--- config.mk ---
export PLATFORM = sky130hd
export DESIGN_NAME = alu_operand_stage_flat
export DESIGN_NICKNAME = d
export VERILOG_FILES = /design/src/rtl/alu_operand_stage_if.sv /design/src/rtl/alu_operand_stage.sv /design/src/flat_wrapper.sv
export SDC_FILE = /design/constraint.sdc
export NUM_CORES = 1
export LEC_CHECK = 0
export ABC_CLOCK_PERIOD_IN_PS = 1900
export CORE_ASPECT_RATIO = 0.7
export CORE_MARGIN = 3
export CORE_UTILIZATION = 26
export DETAILED_ROUTE_END_ITERATION = 16
export PLACE_DENSITY = 0.67
export SLEW_MARGIN = 25
export SYNTH_ARGS = -nofsm -noshare
export SYNTH_HDL_FRONTEND = slang
export SYNTH_SLANG_ARGS = --single-unit
--- constraint.sdc ---
create_clock -name clk -period 1.9 [get_ports clk]
set_input_delay 0.19 -clock clk [delete_from_list [all_inputs] [get_ports clk]]
set_output_delay 0.19 -clock clk [all_outputs]
set_load 0.01 [all_outputs]
--- src/rtl/alu_operand_stage_if.sv ---
`default_nettype none
// ============================================================================
//  Module      : alu_operand_stage_if
//  Description : Decode-to-EX operand bus: source selects, register data,
//                forwarding results and the registered EX-stage operands.
//  Revision    : 1.0  initial release
// ============================================================================
interface alu_operand_stage_if #(
    parameter int XLEN = 32,
    parameter int RAW  = 5
);
    logic            in_valid;
    logic            stall;
    logic            flush;
    logic [RAW-1:0]  rs1_addr;
    logic [RAW-1:0]  rs2_addr;
    logic [XLEN-1:0] rs1_data;
    logic [XLEN-1:0] rs2_data;
    logic [XLEN-1:0] pc;
    logic [XLEN-1:0] imm;
    logic [1:0]      src_a_sel;
    logic [1:0]      src_b_sel;
    logic            exmem_wen;
    logic            memwb_wen;
    logic [RAW-1:0]  exmem_rd;
    logic [RAW-1:0]  memwb_rd;
    logic [XLEN-1:0] exmem_data;
    logic [XLEN-1:0] memwb_data;
    logic            out_valid;
    logic [XLEN-1:0] alu_in1;
    logic [XLEN-1:0] alu_in2;
    logic [XLEN-1:0] store_data;

    modport master (
        output in_valid, stall, flush, rs1_addr, rs2_addr, rs1_data, rs2_data,
               pc, imm, src_a_sel, src_b_sel, exmem_wen, memwb_wen,
               exmem_rd, memwb_rd, exmem_data, memwb_data,
        input  out_valid, alu_in1, alu_in2, store_data
    );

    modport slave (
        input  in_valid, stall, flush, rs1_addr, rs2_addr, rs1_data, rs2_data,
               pc, imm, src_a_sel, src_b_sel, exmem_wen, memwb_wen,
               exmem_rd, memwb_rd, exmem_data, memwb_data,
        output out_valid, alu_in1, alu_in2, store_data
    );
endinterface
`default_nettype wire

--- src/rtl/alu_operand_stage.sv ---
`default_nettype none
// ============================================================================
//  Module      : alu_operand_stage
//  Description : ALU operand selection with EX/MEM and MEM/WB forwarding,
//                registered into the EX stage with stall/flush control.
//                Forwarding is built only when ALU_OPERAND_FWD_EN is defined.
//  Revision    : 1.0  initial release
// ============================================================================
module alu_operand_stage #(
    parameter int XLEN = 32,
    parameter int RAW  = 5
) (
    input  logic               clk,
    input  logic               rst,
    alu_operand_stage_if.slave bus
);

    localparam logic [XLEN-1:0] c_FOUR = XLEN'(4);

    logic [XLEN-1:0] w_rs1Res;
    logic [XLEN-1:0] w_rs2Res;
    logic [XLEN-1:0] w_op1;
    logic [XLEN-1:0] w_op2;

    logic            r_outValid;
    logic [XLEN-1:0] r_aluIn1;
    logic [XLEN-1:0] r_aluIn2;
    logic [XLEN-1:0] r_storeData;

`ifdef ALU_OPERAND_FWD_EN
    // MEM/WB is applied first so a matching EX/MEM result overrides it.
    always_comb begin
        w_rs1Res = bus.rs1_data;
        if (bus.memwb_wen && (bus.memwb_rd == bus.rs1_addr) && (bus.rs1_addr != '0))
            w_rs1Res = bus.memwb_data;
        if (bus.exmem_wen && (bus.exmem_rd == bus.rs1_addr) && (bus.rs1_addr != '0))
            w_rs1Res = bus.exmem_data;
    end

    always_comb begin
        w_rs2Res = bus.rs2_data;
        if (bus.memwb_wen && (bus.memwb_rd == bus.rs2_addr) && (bus.rs2_addr != '0))
            w_rs2Res = bus.memwb_data;
        if (bus.exmem_wen && (bus.exmem_rd == bus.rs2_addr) && (bus.rs2_addr != '0))
            w_rs2Res = bus.exmem_data;
    end
`else
    logic w_unusedFwd;

    assign w_rs1Res    = bus.rs1_data;
    assign w_rs2Res    = bus.rs2_data;
    assign w_unusedFwd = ^{bus.rs1_addr, bus.rs2_addr, bus.exmem_wen, bus.memwb_wen,
                           bus.exmem_rd, bus.memwb_rd, bus.exmem_data, bus.memwb_data};
`endif

    always_comb begin
        w_op1 = '0;
        case (bus.src_a_sel)
            2'b00:   w_op1 = w_rs1Res;
            2'b01:   w_op1 = bus.pc;
            default: w_op1 = '0;
        endcase
    end

    always_comb begin
        w_op2 = '0;
        case (bus.src_b_sel)
            2'b00:   w_op2 = w_rs2Res;
            2'b01:   w_op2 = bus.imm;
            2'b10:   w_op2 = c_FOUR;
            default: w_op2 = '0;
        endcase
    end

    // Flush only kills the valid bit; the data registers keep their contents.
    always_ff @(posedge clk) begin
        if (rst) begin
            r_outValid  <= 1'b0;
            r_aluIn1    <= '0;
            r_aluIn2    <= '0;
            r_storeData <= '0;
        end else if (bus.flush) begin
            r_outValid  <= 1'b0;
        end else if (!bus.stall) begin
            r_outValid <= bus.in_valid;
            if (bus.in_valid) begin
                r_aluIn1    <= w_op1;
                r_aluIn2    <= w_op2;
                r_storeData <= w_rs2Res;
            end
        end
    end

    assign bus.out_valid  = r_outValid;
    assign bus.alu_in1    = r_aluIn1;
    assign bus.alu_in2    = r_aluIn2;
    assign bus.store_data = r_storeData;

endmodule
`default_nettype wire

--- src/flat_wrapper.sv ---
// flat-port wrapper written by rule: the top's interface ports become plain ports
module alu_operand_stage_flat 
#(
    parameter int XLEN = 32,
    parameter int RAW  = 5
)
  (clk, rst, bus_in_valid, bus_stall, bus_flush, bus_rs1_addr, bus_rs2_addr, bus_rs1_data, bus_rs2_data, bus_pc, bus_imm, bus_src_a_sel, bus_src_b_sel, bus_exmem_wen, bus_memwb_wen, bus_exmem_rd, bus_memwb_rd, bus_exmem_data, bus_memwb_data, bus_out_valid, bus_alu_in1, bus_alu_in2, bus_store_data);
  alu_operand_stage_if #(.XLEN(XLEN), .RAW(RAW)) bus_i ();
  input  logic clk;
  input  logic rst;
  input wire logic [$bits(bus_i.in_valid)-1:0] bus_in_valid;
  input wire logic [$bits(bus_i.stall)-1:0] bus_stall;
  input wire logic [$bits(bus_i.flush)-1:0] bus_flush;
  input wire logic [$bits(bus_i.rs1_addr)-1:0] bus_rs1_addr;
  input wire logic [$bits(bus_i.rs2_addr)-1:0] bus_rs2_addr;
  input wire logic [$bits(bus_i.rs1_data)-1:0] bus_rs1_data;
  input wire logic [$bits(bus_i.rs2_data)-1:0] bus_rs2_data;
  input wire logic [$bits(bus_i.pc)-1:0] bus_pc;
  input wire logic [$bits(bus_i.imm)-1:0] bus_imm;
  input wire logic [$bits(bus_i.src_a_sel)-1:0] bus_src_a_sel;
  input wire logic [$bits(bus_i.src_b_sel)-1:0] bus_src_b_sel;
  input wire logic [$bits(bus_i.exmem_wen)-1:0] bus_exmem_wen;
  input wire logic [$bits(bus_i.memwb_wen)-1:0] bus_memwb_wen;
  input wire logic [$bits(bus_i.exmem_rd)-1:0] bus_exmem_rd;
  input wire logic [$bits(bus_i.memwb_rd)-1:0] bus_memwb_rd;
  input wire logic [$bits(bus_i.exmem_data)-1:0] bus_exmem_data;
  input wire logic [$bits(bus_i.memwb_data)-1:0] bus_memwb_data;
  output wire logic [$bits(bus_i.out_valid)-1:0] bus_out_valid;
  output wire logic [$bits(bus_i.alu_in1)-1:0] bus_alu_in1;
  output wire logic [$bits(bus_i.alu_in2)-1:0] bus_alu_in2;
  output wire logic [$bits(bus_i.store_data)-1:0] bus_store_data;
  assign bus_i.in_valid = bus_in_valid;
  assign bus_i.stall = bus_stall;
  assign bus_i.flush = bus_flush;
  assign bus_i.rs1_addr = bus_rs1_addr;
  assign bus_i.rs2_addr = bus_rs2_addr;
  assign bus_i.rs1_data = bus_rs1_data;
  assign bus_i.rs2_data = bus_rs2_data;
  assign bus_i.pc = bus_pc;
  assign bus_i.imm = bus_imm;
  assign bus_i.src_a_sel = bus_src_a_sel;
  assign bus_i.src_b_sel = bus_src_b_sel;
  assign bus_i.exmem_wen = bus_exmem_wen;
  assign bus_i.memwb_wen = bus_memwb_wen;
  assign bus_i.exmem_rd = bus_exmem_rd;
  assign bus_i.memwb_rd = bus_memwb_rd;
  assign bus_i.exmem_data = bus_exmem_data;
  assign bus_i.memwb_data = bus_memwb_data;
  assign bus_out_valid = bus_i.out_valid;
  assign bus_alu_in1 = bus_i.alu_in1;
  assign bus_alu_in2 = bus_i.alu_in2;
  assign bus_store_data = bus_i.store_data;
  alu_operand_stage #(.XLEN(XLEN), .RAW(RAW)) u_core (.clk(clk), .rst(rst), .bus(bus_i));
endmodule
---- Yosys cells after proc, flatten, opt, wreduce, memory -nomap -nowiden ----
Cells that the tools add are included.
Widths: inputs -> output; s select.
cells by class
  add/sub/neg operators ................... 0
  multiply operators ...................... 0
  divide/modulo/power cells ............... 0
  order comparisons ....................... 0
  eq/ne operators ......................... 3
  shifts and indexed selects .............. 0
  multiplexer cells ....................... 2
  bitwise logic cells ..................... 2
  reductions and logical operators ........ 4
operators by type and width
  operator            count
  $pmux 32 s3         1
  $pmux 32 s2         1
  $eq 2x1->1 const B  2
  $logic_not 2->1     2
  $reduce_and 3->1    1
  $eq 2x2->1 const B  1
  $not 1->1           2
  $reduce_or 2->1     1
word-level totals
  register bits after elaboration ......... 97
  bits in latches ......................... 0
  RAM bits ................................ 0
  ROM bits ................................ 0
  input port bits ......................... 223
  memories kept ........................... 0

---- Logic depth before layout (Yosys ltp) ----
Gate-level depths: netlist of the first run.
  depth in word-level cells ............... 2
  mapped depth ............................ 5

---- Least setup slack after synthesis of the first run ----
Ideal clock, no wire load.
  kind .................................... input to register
  start ................................... in bus_src_a_sel[0]
  end ..................................... reg u_core.r_aluIn1[13] (netlist: u_core.bus.alu_in1[13])
  setup time .............................. 119 ps
  arrival ................................. 1165 ps
  slack ................................... 616 ps
  stages .................................. 4
  buffers on the path ..................... 2
  path through ............................ buf_2 > clkbuf_1 > mux2i_1 > o2bb2ai_4
between the ends
  word-level cells in the longest chain between the ends .. 2
  elaborated cells on any way between the ends .. 3
  those cells by class .................... eq/ne (1); mux (1); reduce/logical (1)
RTL lines
  item                                                  line                     RTL
  start, declared                                       flat_wrapper.sv:20       input wire logic [$bits(bus_i.src_a_sel)-1:0] bus_src_a_sel;
  $eq 2x1->1 / $logic_not 2->1 (equally long branches)  alu_operand_stage.sv:58  case (bus.src_a_sel)
  $pmux 32 s2 (*)                                       alu_operand_stage.sv:58
  end signal, assigned                                  alu_operand_stage.sv:87  r_aluIn1 <= w_op1;
  end, declared                                         alu_operand_stage.sv:26  logic [XLEN-1:0] r_aluIn1;
Mark *: on every way between the ends. The rest lies on a longest branch, timed or not.
A chain may end at the register's enable or synchronous reset.

---- Final worst setup path of the first run ----
  start ................................... in bus_in_valid
  end ..................................... reg u_core.r_aluIn2[27] (netlist: u_core.bus.alu_in2[27])
between the ends
  word-level cells in the longest chain between the ends .. 1
RTL lines
  item                               line                     RTL
  start, declared                    flat_wrapper.sv:11       input wire logic [$bits(bus_i.in_valid)-1:0] bus_in_valid;
  $reduce_and 3->1 (no source line)  --
  end signal, assigned               alu_operand_stage.sv:88  r_aluIn2 <= w_op2;
  end, declared                      alu_operand_stage.sv:27  logic [XLEN-1:0] r_aluIn2;
No other way between the ends.

==> reports/metrics.sh, run 1 <==
RUN_STATUS='complete, no violations'
INITIAL_CELL_DENSITY_OF_THE_CORE_PCT=26.94
CTS.ROOT.BUFFER_CELL='sky130_fd_sc_hd__clkbuf_16'
SYNTH_AREA_PER_CELL_UM2=11.65
IRDROPWORSTVDD_mV=0.4729
SLEW_VIOLATIONS=0
DRT-WIRELENGTH-PER-CELL_UM=16.06
POSTSYNTHREGISTERBITS=97
FINISH.UTILIZATION_PCT=45.19
TIMING_HOLD_VIOLATIONS_FINAL=0
POWER.STATIC_LEAKAGE_uW=0.002599
FIRST_GLOBAL_VIAS=3836
COMBINATIONAL_FAMILY_WITH_THE_MOST_AREA_AFTER_SYNTHESIS='compound AO/OA/AOI/OAI gates'
H-TREE-DEPTH=3
NUMCLOCKSINKS=97
DESIGN.CORE.AREA_UM2=15740
HOLD_PATH_CLASS='primary input to flip-flop'
GRT_START_MAX_NET_PINS=36
DETAILEDROUTE.FIRSTPASSITERATIONCOUNT=4
ANTENNADIODECOUNT=0
DRT-TOTAL-WL_UM=13040
GRT_SETUP_UNREPAIRED='false'
YOSYSWARNINGS=0
INITIAL_ANTENNA_VIOLATION_COUNT=0
DIE-WIDTH_UM=158.6
MAXCLOCKFREQUENCY_MHz=658.3
FINISH.NET_COUNT=811
CLKLATENCYLATEPIN_PS=330
GLOBAL_ROUTE.OVERFLOW_TOTAL=0
WORST-PATH-MAX-FANOUT=31
LAYOUT.CELLS.MOST_COMMON='sky130_fd_sc_hd__clkdlybuf4s50_1'
IO_PINS=320
SYNTHSIMPLEGATEAREAFRAC_PCT=7.524
YOSYSSEQAREASHARE_PCT=45.80
PLACE.PORT_BUFFERS=233
GP_CONGESTION=0.7612
PLACE_WORST_SETUP_SLACK_PS=21.70
LAYOUT-AREA-OVERHEAD-VS-SYNTH_PCT=67.72
ANT_NETS=0
SETUP_TOTAL_NEGATIVE_SLACK_PS=0
DETAILEDPLACEMENTHPWL_UM=9897
MAX_CAP_VIOLATIONS=0
SYN_NETS=587
POST_DP_CELL_AREA_UM2=6819
SYNTHCELLS=364
POWER_uW=4720
WORSTSETUPENDPOINTTYPE='flip-flop'
WORST_SETUP_HOLD_PATH_CLK_SLEW_PS=70
SLEW_HEADROOM_PCT=69.90
DRC=0
SETUP_WS_PS=381.0
SYNTH_XOR_XNOR_AREA_SHARE_PCT=0
YOSYSUNIQUECELLTYPES=21
WORST-ENDPOINT-ARRIVAL_PS=1790
CTS_POST_SETUP_BUFFERS_INSERTED=0
CLOCK_TREE_FROM_TRITONCTS='done'
CLOCKBUFFERDEPTH=2
FINAL_DESIGN_AREA_NO_FILL_UM2=7112
POST_SYNTH_MUX_AREA_SHARE_PCT=14.87
CTS_INSERTED_BUFFERS=9
FINCLKSKEW_PS=0
PWR_PER_CELL_AREA_nW_PER_UM2=663.6
DR.FIRST_ITER.DRC_COUNT=102
SYN-CELL-AREA_UM2=4240
GRT_UTIL_ALL_LAYERS_PCT=13.90
TIMING.FINAL.SETUP_VIOLATIONS=0
DIE_HEIGHT_UM=112.8
FINAL.MIN_CLOCK_PERIOD_PS=1519
POST_CTS.RESIZED_INSTANCES=0
VIAS_PER_CELL=4.452
SYNTHADDERAREAFRAC_PCT=0
ROWS=38
WORSTMARGINPINSLEW_PS=451.5
WORST-ENDPOINT-REQUIRED_PS=2170
WORST-SETUP-PATH-TYPE='primary input to flip-flop'
CTS_HOLD_BUFFERS=0
GRT_PASS1_WL_UM=19810
DIE_FOOTPRINT_UM2=17900
SYNTH_COMPOUND_AREA_SHARE_PCT=26.50
CRITPATHLAUNCHTYPE='primary input'
DRIVE_ABOVE_1_SHARE_PCT=16.22
VIAS=3615
FIN_CRIT_SH_PCT=79.95
MOSTFREQUENTLAYOUTCELLS='sky130_fd_sc_hd__clkdlybuf4s50_1 (231), sky130_fd_sc_hd__dfxtp_1 (97), sky130_fd_sc_hd__nand2_1 (65), sky130_fd_sc_hd__mux2i_1 (63), sky130_fd_sc_hd__o2bb2ai_2 (59)'
## cell usage after synthesis
library cell | n | area share (%)
sky130_fd_sc_hd__o2bb2ai_1 | 3 | 0.62
sky130_fd_sc_hd__nor3b_4 | 1 | 0.44
sky130_fd_sc_hd__nand2_1 | 65 | 5.8
sky130_fd_sc_hd__clkbuf_1 | 8 | 0.71
sky130_fd_sc_hd__o21bai_1 | 1 | 0.18
sky130_fd_sc_hd__o2bb2ai_4 | 1 | 0.65
sky130_fd_sc_hd__buf_12 | 3 | 1.4
sky130_fd_sc_hd__dfxtp_1 | 97 | 46
sky130_fd_sc_hd__nand3b_1 | 1 | 0.18
sky130_fd_sc_hd__a211oi_1 | 1 | 0.18
sky130_fd_sc_hd__or4_4 | 1 | 0.27
sky130_fd_sc_hd__or4_1 | 1 | 0.18
sky130_fd_sc_hd__a21oi_1 | 32 | 3.8
sky130_fd_sc_hd__mux2i_1 | 63 | 15
sky130_fd_sc_hd__buf_2 | 18 | 2.1
sky130_fd_sc_hd__or3b_2 | 1 | 0.21
sky130_fd_sc_hd__nand2b_4 | 1 | 0.32
sky130_fd_sc_hd__o2bb2ai_2 | 59 | 21
sky130_fd_sc_hd__buf_6 | 4 | 1.1
sky130_fd_sc_hd__a311oi_1 | 1 | 0.21
sky130_fd_sc_hd__nor2_1 | 2 | 0.18
## per-stage QoR
step	std cells	hold WS (ps)
CTS	812	368.5
global route	812	382.3
floorplan	364	268.5
global placement	797	444.0
finish	812	376.6
detailed placement	797	447.0
## worst max-delay path, cell delays in order
cell and delay, ps:
sky130_fd_sc_hd__clkdlybuf4s50_1 540, sky130_fd_sc_hd__nand2b_4 70, sky130_fd_sc_hd__or4_2 580, sky130_fd_sc_hd__buf_12 220, sky130_fd_sc_hd__o2bb2ai_2 160
## worst paths after layout
check | startpoint | end | slack (ps) | cells after the start
worst max register to register | u_core.bus.alu_in2[2] | u_core.bus.alu_in2[2] | 1220 | 2
worst max-delay path | bus_in_valid | u_core.bus.alu_in2[27] | 380 | 5
worst min register to register | u_core.bus.store_data[13] | u_core.bus.store_data[13] | 460 | 2
worst min-delay path | bus_src_b_sel[0] | u_core.bus.alu_in2[2] | 380 | 3
## area by class of cell
cell class,instances,area (µm²)
well taps,220,275.3
clock buffers,9,225.2
multi-input cells,234,2082
flip-flops and latches,97,1942
clock inverters,6,67.56
fillers,1484,8626
repair buffers,246,2520
## where the power goes
| group | total [µW] | internal, µW | leakage [µW] | switching (µW) |
|---|---|---|---|---|
| sequential | 2120 | 2090 | 0.000786 | 33.3 |
| combinational | 779 | 473 | 0.00168 | 306 |
| clock | 1820 | 1020 | 0.000138 | 803 |
## layer usage
| metal | GRT usage (%) | part of all wire (%) |
|---|---|---|
| met1 | 15.99 | 42 |
| met2 | 23.10 | 45 |
| met3 | 6.460 | 12 |
| met4 | 4.126 | 1.2 |
| met5 | 0 | 0 |
## flip-flops by register name, summed over array words and instances, names as in the netlist
register / cells
u_core.bus.alu_in1: 32
u_core.bus.alu_in2: 32
u_core.bus.store_data: 32
u_core.bus.out_valid: 1
## kinds of logic (layout without fill, tap and decap cells)
family	count (synthesis)	after routing
compound gates	98	98
buf+inv	33	261
flops	97	97
mux	63	63
simple gates	73	73
(Power assumes the default switching activity.)
==> run 2: changes to the inputs <==
--- a/config.mk
+++ b/config.mk
@@ -5,12 +5,12 @@
 export SDC_FILE = /design/constraint.sdc
 export NUM_CORES = 1
 export LEC_CHECK = 0
-export ABC_CLOCK_PERIOD_IN_PS = 1900
+export ABC_CLOCK_PERIOD_IN_PS = 1300
 export CORE_ASPECT_RATIO = 0.7
 export CORE_MARGIN = 3
 export CORE_UTILIZATION = 26
 export DETAILED_ROUTE_END_ITERATION = 16
-export PLACE_DENSITY = 0.67
+export PLACE_DENSITY = 0.69
 export SLEW_MARGIN = 25
 export SYNTH_ARGS = -nofsm -noshare
 export SYNTH_HDL_FRONTEND = slang
==> constraint.sdc (replaced) <==
create_clock -name clk -period 1.3 [get_ports clk]
set_input_delay 0.13 -clock clk [delete_from_list [all_inputs] [get_ports clk]]
set_output_delay 0.13 -clock clk [all_outputs]
set_load 0.01 [all_outputs]
==> run 2 against run 1 <==
Compared with the run above: register-to-register slack got worse by 630 ps; sequential power increased by 46%; routed wire length up 7.7%; flip-flop and latch count stayed put; cell count increased by 2.1%; power up 47%; critical path depth down 1; largest cell class unchanged; critical path type unchanged; worst hold slack got worse by 170 ps; clock-buffer cell count unchanged.
==> reports/metrics.sh, run 2 (synthesis results as in run 1) <==
FINAL.MIN_CLOCK_PERIOD_PS=1279
WORST-PATH-MAX-FANOUT=16  # was 31
FIRST_GLOBAL_VIAS=3940  # was 3,836
IRDROPWORSTVDD_mV=0.6766  # was 0.4729 mV
NUMCLOCKSINKS=97  # unchanged
R2R-START='u_core.bus.alu_in2[2]'  # unchanged
VIAS_PER_CELL=4.425  # was 4.452
FIN_WORST_HOLD_SLACK_PS=210.1  # was 376.6 ps
WORST_R2R_PATH_DEPTH=2  # unchanged
RUN_STATUS='complete, no violations'  # unchanged
INITIAL_CELL_DENSITY_OF_THE_CORE_PCT=26.94  # unchanged
SHARE_COMB_OF_TOTAL_POWER_PCT=17.0  # was 16.5%
NETSWITCHINGFRACTION_PCT=24.28  # was 24.20%
DR.FIRST_ITER.DRC_COUNT=123  # was 102
R2R_SETUP_SLACK_PS=590  # was 1220 ps
MAX_CAP_VIOLATIONS=0  # unchanged
WORST-ENDPOINT-REQUIRED_PS=1570  # was 2170 ps
TIMING_HOLD_VIOLATIONS_FINAL=0  # unchanged
DRC=0  # unchanged
POWER_uW=6921  # was 4720 µW
WORST_SETUP_HOLD_PATH_CLK_SLEW_PS=70  # about the same
IO_PINS=320  # unchanged
GRT_UTIL_ALL_LAYERS_PCT=15.07  # was 13.90%
DIE_HEIGHT_UM=112.8  # unchanged
CELL_INTERNAL_PWR_uW=5241  # was 3577 µW
VIAS=3668  # was 3,615
H-TREE-DEPTH=3  # unchanged
WORSTMARGINPINSLEW_PS=395.6  # was 451.5 ps
MOSTFREQUENTLAYOUTCELLS='sky130_fd_sc_hd__clkdlybuf4s50_1 (130), sky130_fd_sc_hd__dlygate4sd2_1 (100), sky130_fd_sc_hd__dfxtp_1 (97), sky130_fd_sc_hd__nand2_1 (65), sky130_fd_sc_hd__mux2i_1 (63)'  # was sky130_fd_sc_hd__clkdlybuf4s50_1 (231), sky130_fd_sc_hd__dfxtp_1 (97), sky130_fd_sc_hd__nand2_1 (65), sky130_fd_sc_hd__mux2i_1 (63), sky130_fd_sc_hd__o2bb2ai_2 (59)
GP_CONGESTION=0.8476  # was 0.7612
DIE-WIDTH_UM=158.6  # unchanged
N_FILL_CELL=1520  # was 1,484
CTS.ROOT.BUFFER_CELL='sky130_fd_sc_hd__clkbuf_16'  # unchanged
ROWS=38  # unchanged
DESIGN.CORE.AREA_UM2=15740  # unchanged
DRT-TOTAL-WL_UM=14040  # was 13,040 µm
GLOBAL_ROUTE.OVERFLOW_TOTAL=0  # unchanged
CRITPATHLAUNCHTYPE='primary input'  # unchanged
HOLD_PATH_CLASS='primary input to flip-flop'  # unchanged
TIMING.FINAL.SETUP_VIOLATIONS=0  # unchanged
CP-ENDPOINT='u_core.bus.alu_in2[27]'  # unchanged
CLOCKBUFFERDEPTH=2  # unchanged
LAYOUT.CELLS.MOST_COMMON='sky130_fd_sc_hd__clkdlybuf4s50_1'  # unchanged
ANTENNADIODECOUNT=0  # unchanged
CRITICAL_PATH.STARTPOINT='bus_src_b_sel[1]'  # was bus_in_valid
RELATIVE_CONTRIBUTION_OF_THE_CLOCK_NETWORK_TO_TOTAL_POWER_PCT=38.3  # was 38.6%
GRT_SETUP_UNREPAIRED='false'  # unchanged
LAYOUT-AREA-OVERHEAD-VS-SYNTH_PCT=70.23  # was 67.72%
DRIVE_ABOVE_1_SHARE_PCT=18.72  # was 16.22%
POWER.STATIC_LEAKAGE_uW=0.003186  # was 0.002599 µW
DETAILEDROUTE.FIRSTPASSITERATIONCOUNT=4  # unchanged
PWR_PER_CELL_AREA_nW_PER_UM2=958.9  # was 663.6 nW/µm²
DIE_FOOTPRINT_UM2=17900  # unchanged
WORSTSETUPENDPOINTTYPE='flip-flop'  # unchanged
INITIAL_ANTENNA_VIOLATION_COUNT=0  # unchanged
MAXCLOCKFREQUENCY_MHz=782.0
ANT_NETS=0  # unchanged
TIMING.RR.END='u_core.bus.alu_in2[2]'  # unchanged
WORST-SETUP-PATH-TYPE='primary input to flip-flop'  # unchanged
CTS_INSERTED_BUFFERS=9  # unchanged
FIN_CRIT_SH_PCT=98.36
GRT_PASS1_WL_UM=21340  # was 19,810 µm
CLKLATENCYLATEPIN_PS=330  # about the same
PLACE.PORT_BUFFERS=233  # unchanged
FINISH.NET_COUNT=828  # was 811
WORST-ENDPOINT-ARRIVAL_PS=1550  # was 1790 ps
GRT_START_MAX_NET_PINS=34  # was 36
DETAILEDPLACEMENTHPWL_UM=10380  # was 9897 µm
FINCLKSKEW_PS=0  # unchanged
DRT-WIRELENGTH-PER-CELL_UM=16.93  # was 16.06 µm
P_SWITCHING_uW=1680  # was 1142 µW
FINISH.UTILIZATION_PCT=45.87  # was 45.19%
SLEW_VIOLATIONS=0  # unchanged
CLOCK_TREE_FROM_TRITONCTS='done'  # unchanged
SEQUENTIALPOWERSHARE_PCT=44.7  # was 44.9%
SLEW_HEADROOM_PCT=73.63  # was 69.90%
[run 2: changes by cell type in the layout (fill, tap and decap cells not counted), sizes merged]
cell / before / now
clkdlybuf4s50: 231 / 130
bufbuf: 0 / 2
dlygate4sd2: 0 / 100
buf: 15 / 31
[run 2: per-layer routing]
| metal | routed length, µm | GRT usage [%] | vias up |
|---|---|---|---|
| met5 | 0 | 0 | - |
| met4 | 83 | 2.579 | 0 |
| met3 | 1409 | 5.696 | 10 |
| met2 | 6503 | 25.61 | 154 |
| met1 | 6040 | 18.44 | 1700 |
| li1 | - | - | 1804 |
[run 2: power groups by stage]
| stage | clock network, µW | registers [µW] | logic, µW |
|---|---|---|---|
| after global placement | 0 | 3170 | 1160 |
| after floorplan | 0 | 3200 | 409 |
| after CTS | 2760 | 3100 | 1190 |
| after detailed placement | 0 | 3170 | 1170 |
| after global routing | 2840 | 3110 | 1260 |
| final | 2650 | 3100 | 1180 |
[run 2: metrics by stage]
| stage | std cells | setup TNS, ps | setup slack, ps | area (µm²) |
|---|---|---|---|---|
| after detailed placement | 805 | -45350 | -525.2 | 6887 |
| final | 829 | 0 | 21.27 | 7218 |
| after global routing | 829 | 0 | 10.84 | 7218 |
| after global placement | 805 | -41140 | -456.9 | 6887 |
| after CTS | 829 | 0 | 41.28 | 7218 |
| after floorplan | 364 | 0 | 76.16 | 4240 |
[run 2: worst max-delay path: stages]
cell and delay [ps]:
sky130_fd_sc_hd__clkdlybuf4s50_1 460, sky130_fd_sc_hd__or4_4 610, sky130_fd_sc_hd__buf_12 190, sky130_fd_sc_hd__o2bb2ai_2 150
[run 2: cell type report]
type                    instances  area (µm²)  area share, %
clock buffers                   9       225.2          3.120
clock inverters                 6       67.56         0.9360
multi-input cells             234        2085          28.88
repair buffers                263        2624          36.35
well taps                     220       275.3          3.813
flip-flops and latches         97        1942          26.90
[run 2: timing repair]
item,4_1_cts,5_1_grt
hold buffers,0,0
setup buffers,6,0
resized for setup,105,0
endpoints found under the setup margin,193,0
[run 2: worst min path at each step]
stage,start,end,slack [ps],cells after the start
2_1_floorplan,bus_flush,u_core.bus.out_valid,210,1
3_3_place_gp,u_core.bus.store_data[29],u_core.bus.store_data[29],440,2
3_5_place_dp,u_core.bus.store_data[14],u_core.bus.store_data[14],450,2
4_1_cts,rst,u_core.bus.out_valid,200,4
5_1_grt,rst,u_core.bus.out_valid,220,4
6_report,rst,u_core.bus.out_valid,210,4
==> run 3: changes to the inputs <==
--- a/config.mk
+++ b/config.mk
@@ -11,7 +11,7 @@
 export CORE_UTILIZATION = 26
 export DETAILED_ROUTE_END_ITERATION = 16
 export PLACE_DENSITY = 0.69
-export SLEW_MARGIN = 25
+export SLEW_MARGIN = 15
 export SYNTH_ARGS = -nofsm -noshare
 export SYNTH_HDL_FRONTEND = slang
 export SYNTH_SLANG_ARGS = --single-unit
==> results of run 3 <==
No change in the layout: final DEF, timing and power equal those of run 2.
